## src/rtl/rom_download_writer.sv

```systemverilog
// Buffers the SPI file-download word stream in a small FIFO and writes it to SDRAM over req/ack.
// Optional ROM_DL_CHECKSUM_EN adds a running 16-bit sum of committed words.
module rom_download_writer #(
    parameter int unsigned FIFO_AW    = 2,
    parameter int unsigned ADDR_WIDTH = 23
) (
    input  logic                  clk,
    input  logic                  reset_n,
    input  logic                  dl_active,
    input  logic                  wr_toggle,
    input  logic [15:0]           wr_data,
    input  logic [ADDR_WIDTH-1:0] wr_addr,
    output logic                  mem_req,
    output logic [ADDR_WIDTH-1:0] mem_addr,
    output logic [15:0]           mem_data,
    input  logic                  mem_ack,
    output logic                  cpu_hold,
    output logic                  done,
    output logic                  overflow,
`ifdef ROM_DL_CHECKSUM_EN
    output logic [15:0]           checksum,
`endif
    output logic [ADDR_WIDTH-1:0] word_count
);

    localparam int unsigned DEPTH   = 2 ** FIFO_AW;
    localparam int unsigned ENTRY_W = ADDR_WIDTH + 16;

    typedef enum logic [1:0] {
        S_IDLE,
        S_LOAD,
        S_DRAIN,
        S_DONE
    } state_t;

    state_t                state_q;
    logic                  tog_q;
    logic                  dl_q;
    logic [FIFO_AW-1:0]    wr_ptr_q;
    logic [FIFO_AW-1:0]    rd_ptr_q;
    logic [FIFO_AW:0]      cnt_q;
    logic                  mem_req_q;
    logic [ADDR_WIDTH-1:0] mem_addr_q;
    logic [15:0]           mem_data_q;
    logic                  cpu_hold_q;
    logic                  done_q;
    logic                  overflow_q;
    logic [ADDR_WIDTH-1:0] word_count_q;
`ifdef ROM_DL_CHECKSUM_EN
    logic [15:0]           checksum_q;
`endif

    logic [ENTRY_W-1:0]    fifo_mem [DEPTH];
    logic [ENTRY_W-1:0]    head;
    logic                  push_ev;
    logic                  full;
    logic                  pop;
    logic                  push_ok;
    logic                  push_drop;
    logic                  dl_rise;

    assign push_ev   = wr_toggle ^ tog_q;
    assign full      = (cnt_q == (FIFO_AW + 1)'(DEPTH));
    assign pop       = mem_req_q & mem_ack;
    // A pop in the same cycle frees the slot, so a full FIFO can still accept.
    assign push_ok   = push_ev & (state_q == S_LOAD) & (~full | pop);
    assign push_drop = push_ev & (state_q == S_LOAD) & full & ~pop;
    assign dl_rise   = dl_active & ~dl_q;
    assign head      = fifo_mem[rd_ptr_q];

    // Storage array: the head word is already latched into mem_addr/mem_data while requested.
    always_ff @(posedge clk) begin
        if (push_ok) begin
            fifo_mem[wr_ptr_q] <= {wr_addr, wr_data};
        end
    end

    // Control FSM, FIFO pointers and memory-side handshake.
    always_ff @(posedge clk) begin
        if (!reset_n) begin
            state_q      <= S_IDLE;
            tog_q        <= wr_toggle;
            dl_q         <= dl_active;
            wr_ptr_q     <= '0;
            rd_ptr_q     <= '0;
            cnt_q        <= '0;
            mem_req_q    <= 1'b0;
            mem_addr_q   <= '0;
            mem_data_q   <= '0;
            cpu_hold_q   <= 1'b0;
            done_q       <= 1'b0;
            overflow_q   <= 1'b0;
            word_count_q <= '0;
`ifdef ROM_DL_CHECKSUM_EN
            checksum_q   <= '0;
`endif
        end else begin
            tog_q  <= wr_toggle;
            dl_q   <= dl_active;
            done_q <= 1'b0;

            if (push_ok) begin
                wr_ptr_q <= wr_ptr_q + FIFO_AW'(1);
            end
            if (pop) begin
                rd_ptr_q <= rd_ptr_q + FIFO_AW'(1);
            end
            case ({push_ok, pop})
                2'b10:   cnt_q <= cnt_q + (FIFO_AW + 1)'(1);
                2'b01:   cnt_q <= cnt_q - (FIFO_AW + 1)'(1);
                default: cnt_q <= cnt_q;
            endcase

            // Request drops for a cycle after every ack, giving the 2-cycle minimum per word.
            if (pop) begin
                mem_req_q <= 1'b0;
            end else if (!mem_req_q && (cnt_q != '0)) begin
                mem_req_q  <= 1'b1;
                mem_addr_q <= head[ENTRY_W-1:16];
                mem_data_q <= head[15:0];
            end

            if (push_ok && (word_count_q != '1)) begin
                word_count_q <= word_count_q + ADDR_WIDTH'(1);
            end
            if (push_drop) begin
                overflow_q <= 1'b1;
            end
`ifdef ROM_DL_CHECKSUM_EN
            if (pop) begin
                checksum_q <= checksum_q + mem_data_q;
            end
`endif

            case (state_q)
                S_IDLE: begin
                    if (dl_rise) begin
                        state_q      <= S_LOAD;
                        word_count_q <= '0;
                        overflow_q   <= 1'b0;
                        cpu_hold_q   <= 1'b1;
`ifdef ROM_DL_CHECKSUM_EN
                        checksum_q   <= '0;
`endif
                    end
                end
                S_LOAD: begin
                    if (!dl_active) begin
                        state_q <= S_DRAIN;
                    end
                end
                S_DRAIN: begin
                    if ((cnt_q == '0) && !mem_req_q) begin
                        state_q    <= S_DONE;
                        done_q     <= 1'b1;
                        cpu_hold_q <= 1'b0;
                    end
                end
                S_DONE: begin
                    state_q <= S_IDLE;
                end
                default: begin
                    state_q <= S_IDLE;
                end
            endcase
        end
    end

    assign mem_req    = mem_req_q;
    assign mem_addr   = mem_addr_q;
    assign mem_data   = mem_data_q;
    assign cpu_hold   = cpu_hold_q;
    assign done       = done_q;
    assign overflow   = overflow_q;
    assign word_count = word_count_q;
`ifdef ROM_DL_CHECKSUM_EN
    assign checksum   = checksum_q;
`endif

endmodule

```

## config.mk

```make
export PLATFORM = sky130hd
export DESIGN_NAME = rom_download_writer
export DESIGN_NICKNAME = d
export VERILOG_FILES = /design/src/rtl/rom_download_writer.sv
export SDC_FILE = /design/constraint.sdc
export NUM_CORES = 1
export LEC_CHECK = 0
export ABC_CLOCK_PERIOD_IN_PS = 2140
export CAP_MARGIN = 0
export CORE_UTILIZATION = 40
export CTS_CLUSTER_SIZE = 10
export DETAILED_ROUTE_END_ITERATION = 6
export HOLD_SLACK_MARGIN = 0.15
export PLACE_DENSITY = 0.66
export SLEW_MARGIN = 40
export SYNTH_ARGS = -nofsm -noshare
export SYNTH_HDL_FRONTEND = slang
export SYNTH_SLANG_ARGS = --single-unit
```

## constraint.sdc

```tcl
create_clock -name clk -period 2.14 [get_ports clk]
set_input_delay 0.214 -clock clk [delete_from_list [all_inputs] [get_ports clk]]
set_output_delay 0.214 -clock clk [all_outputs]
set_load 0.01 [all_outputs]
```

==> results <==
- The path type of the worst setup path is reg -> reg.
- For this run, design rule violations remaining after detail routing come to 0.
- After floorplanning, the core was sized to cover 21800 um^2.
- The final weighted congestion of routability-driven global placement is between 0.8 and 0.9.
- The count of routing violations after the opening detailed-route iteration is between 200 and 300.
- The most common flop cell mapped by yosys is sky130_fd_sc_hd__edfxtp_1.
- The leakage power summed over all cells is roughly 3.8 nW.
- The clock latency at the later pin of the worst-skew pair is between 0.5 and 0.6 ns.
- The number of nets still failing antenna checks after routing is 0.
- The total overflow left after global routing is 0.
- The H-tree depth is 1.
- The part of the power in the clock network is 31.2%.
- Yosys mapped a number of flops with a built-in enable equal to approximately 160.
- The number of hold violations in the final report is 0.
- The die outline area is between 20000 and 25000 um^2.
- The number of global-route vias before repair is between 5000 and 6000.
- The clock passes through at most 3 buffers.
- The proportion of power drawn by flip-flops and latches is a little over two fifths.
- Yosys attributes the largest share of cell area to sky130_fd_sc_hd__edfxtp_1, sky130_fd_sc_hd__dfxtp_1, sky130_fd_sc_hd__mux4_2, sky130_fd_sc_hd__nand2_1, sky130_fd_sc_hd__a21oi_1.
- The fraction of post-synthesis cell area in the top cell type by area is between 50% and 60%.
- The final net count is between 800 and 900.
- Counting every sink on the clock net gives about 230.
- Measured against its own limit, the worst slew margin works out to 64.8%.
- The die height is 151 um.
- The average cell area after synthesis is about 15 um^2.
- The total track usage is between 10% and 20%.
- Net switching is 28.7% of the power.
- The area added between synthesis and finish is 29.2%.
- Synthesis instantiated 47 different standard cells from the library.
- The first TritonRoute pass finished after 4 iterations.
- The maximum cell stage delay along the critical path is about 0.59 ns.
- The number of top-level design ports is between 100 and 150.
- The global-route wire length before repair is approximately 31000 um.
- The number of synthesis warnings is 0.
- CTS placed an instance of sky130_fd_sc_hd__clkbuf_16 at the clock tree root.
- The largest net degree at the start of global routing is 42.
- The diode insertion count for antenna repair is 0.
- Broken down by cell family, the worst path's largest delay share belongs to simple AND/OR/NAND/NOR gates.
- Between clock sinks in the finished design, the worst skew comes to 0.00877 ns.
- After synthesis the netlist holds a flip-flop and latch count of between 200 and 250.
- In the finished design, the share of the clock period the worst path needs comes to 94.4%.
- The placed wire-length estimate is between 10000 and 15000 um.
- The data arrival at the endpoint of the critical path is approximately 2.4 ns.
- Setup violations remaining at the end of the flow were counted as 0.
- Summing internal, switching and leakage power gives 13.2 mW.
- The TritonCTS buffer count is 27.
- The internal portion of the total power is 9.41 mW.
- The combinational fraction of design power is 25.6%.
- Across all hold checks on the routed design, the worst slack comes to 0.217 ns.
- Counting both buffers and inverters, the worst setup path holds a total of 0.
- The flow ran to the end, and the final reports show no timing, DRC or antenna violations.
- After detailed routing, the average wire length per cell comes to approximately 18 um.
- The routed design has 19300 um of wire.
- The via total after detailed routing is approximately 5600.
- The number of antenna violations at the first check in global routing came to 0.
- Synthesis produced a netlist whose cell count is ~600.
- Max-cap violations in this run came to 0.
- The initial utilization of the core area, before any placement, comes to slightly above 40%.
- STA classifies the critical path startpoint as a register.
- From left edge to right edge, the die measures around 150 um.
- After synthesis the cells add up to ~8900 um^2.
- Sorting the synthesized cells by how often they occur yields sky130_fd_sc_hd__edfxtp_1, sky130_fd_sc_hd__nand2_1, sky130_fd_sc_hd__dfxtp_1, sky130_fd_sc_hd__a21oi_1, sky130_fd_sc_hd__mux4_2.
- The quantity of I/O buffers inserted on ports is between 100 and 150.
- The endpoint type of the worst setup path is a register.
- For the pin with the worst max-slew slack, the measured transition is roughly 0.53 ns.
- The worst-case IR drop observed on VDD is 0.920 mV.
- The total power density per cell area is roughly 1100 nW/um^2.
- The final-report max-slew violation count is 0.
- The clock tree from TritonCTS is done.
- The synthesized net count is around 650.
- The routed design could run at a clock period as short as between 2 and 2.5 ns.
- The floorplan has 54 rows.
- The type of the most critical hold path is in -> reg.
- The largest area contributor in the netlist is sky130_fd_sc_hd__edfxtp_1.
- The register area share after synthesis is roughly 70%.
- In this run the worst path has a maximum fanout of 11.
- For this design the total switching power over the nets is roughly 3.8 mW.
- Using the TritonRoute via totals, the vias-per-cell ratio works out to between 5 and 6.
- Cells with a size suffix above 1 make up 18.4% of the layout.
- Clock-pin slew was measured on the worst setup and hold paths at ~0.060 ns.
- The most frequently used cell type in the post-synthesis netlist is sky130_fd_sc_hd__edfxtp_1.
- Data on the critical path is required at its endpoint by 2.55 ns.
- The slowest stage of the critical path belongs to the cell sky130_fd_sc_hd__or4_4.
- The peak clock frequency supported by timing is roughly 0.50 GHz.
- The fraction of registers with async set/reset is 0%.
- The signal on the critical path passes through ha_1, nand4_1, or4_4, o21ai_2, or3_2, a21oi_1.
- Setup repair after global routing left no endpoint under its margin.
layout by cell type (no fill, tap or decap), types with 2 or more instances in the layout:
cell type and count:
sky130_fd_sc_hd__or4_1 6, sky130_fd_sc_hd__dfxtp_1 75, sky130_fd_sc_hd__or3_1 3, sky130_fd_sc_hd__edfxtp_1 156, sky130_fd_sc_hd__xnor2_1 7, sky130_fd_sc_hd__nand2b_1 2
sky130_fd_sc_hd__o31ai_1 3, sky130_fd_sc_hd__mux2i_1 3, sky130_fd_sc_hd__o21a_1 4, sky130_fd_sc_hd__o21ai_2 2, sky130_fd_sc_hd__ha_1 8, sky130_fd_sc_hd__and2_2 4
sky130_fd_sc_hd__or2_2 2, sky130_fd_sc_hd__clkbuf_1 21, sky130_fd_sc_hd__clkdlybuf4s50_1 109, sky130_fd_sc_hd__nand3_1 12, sky130_fd_sc_hd__or3_2 6, sky130_fd_sc_hd__clkbuf_16 27
sky130_fd_sc_hd__and3_1 4, sky130_fd_sc_hd__buf_12 8, sky130_fd_sc_hd__o21ai_0 10, sky130_fd_sc_hd__nor4b_2 2, sky130_fd_sc_hd__buf_4 43, sky130_fd_sc_hd__o211ai_1 3
sky130_fd_sc_hd__mux4_2 39, sky130_fd_sc_hd__a21oi_1 57, sky130_fd_sc_hd__nor3_1 3, sky130_fd_sc_hd__nor2_1 21, sky130_fd_sc_hd__and2_1 4, sky130_fd_sc_hd__nand4_1 6
sky130_fd_sc_hd__inv_1 11, sky130_fd_sc_hd__a211oi_1 2, sky130_fd_sc_hd__nand2_1 99
what timing repair did:
action                                  in CTS  in global routing
endpoints found under the setup margin       0                 13
gates resized for setup                      0                  1
buffers inserted                             0                  1
hold buffers                                 0                  0
hold endpoints to repair                     0                  0
final timing paths:
check / start / depth (start not counted) / to / slack, ns
worst max-delay path: word_count[0] / 6 / word_count[9] / 0.12
worst max register to register: word_count[0] / 6 / word_count[9] / 0.12
worst min-delay path: wr_toggle / 1 / tog_q / 0.22
worst min register to register: mem_addr[1] / 2 / mem_addr[1] / 0.45
per-layer routing:
metal	GRT usage (%)	share of wire [%]	wire (um)	vias up
met5	0	0	0	-
met4	4.00	1.6	314	0
met3	3.43	6.1	1190	26
met2	29.8	49	9510	183
met1	23.4	43	8320	2795
li1	-	-	-	2576
metrics by stage:
step | setup WS (ns) | util, % | instances | cell area [um^2] | TNS, ns
2_1_floorplan | 0.132 | - | 601 | 8890 | 0
3_3_place_gp | 0.0109 | 48.9 | 1011 | 10700 | 0
3_5_place_dp | -0.0301 | 48.9 | 1011 | 10700 | -0.473
4_1_cts | 0.0118 | 52.5 | 1061 | 11500 | 0
5_1_grt | 0.0191 | 52.6 | 1064 | 11500 | 0
6_report | 0.121 | 52.6 | 1064 | 11500 | 0
state kept, by name, indices dropped and copies added (netlist names):
register and count:
cnt_q 3, cpu_hold 1, dl_q 1, done 1, fifo_mem 156, mem_addr 23
mem_data 16, mem_req 1, overflow 1, rd_ptr_q 2, state_q 2, tog_q 1
word_count 23, wr_ptr_q 2
area by class of cell:
type	instances	area [um^2]
clock inverter	1	20.0
tap	280	350
fill	1807	10300
timing repair buffer	160	1570
clock buffer	49	768
inverter	12	45.0
multi-input combinational	329	2500
sequential	233	6230
power by group through the flow:
stage | Combinational, mW | Clock, mW | Sequential, mW
after global placement | 3.32 | 0 | 5.76
after global routing | 3.73 | 4.37 | 5.77
after CTS | 3.42 | 4.20 | 5.71
after detailed placement | 3.40 | 0 | 5.79
final | 3.38 | 4.11 | 5.70
after floorplan | 1.67 | 0 | 5.89
logic make-up (layout without fill, tap and decap cells):
group	count (synthesis)	in the layout	synth area share, %
xor gates and xnor gates	9	9	0.972
buffers and inverters	41	222	2.13
muxes	42	42	10.2
DFF	233	233	70.1
and+or+nand+nor	181	181	9.73
AOI/OAI and AO/OA	86	88	5.53
adders and majority gates	9	9	1.35
No activity file was read; power rests on OpenSTA's default activity.
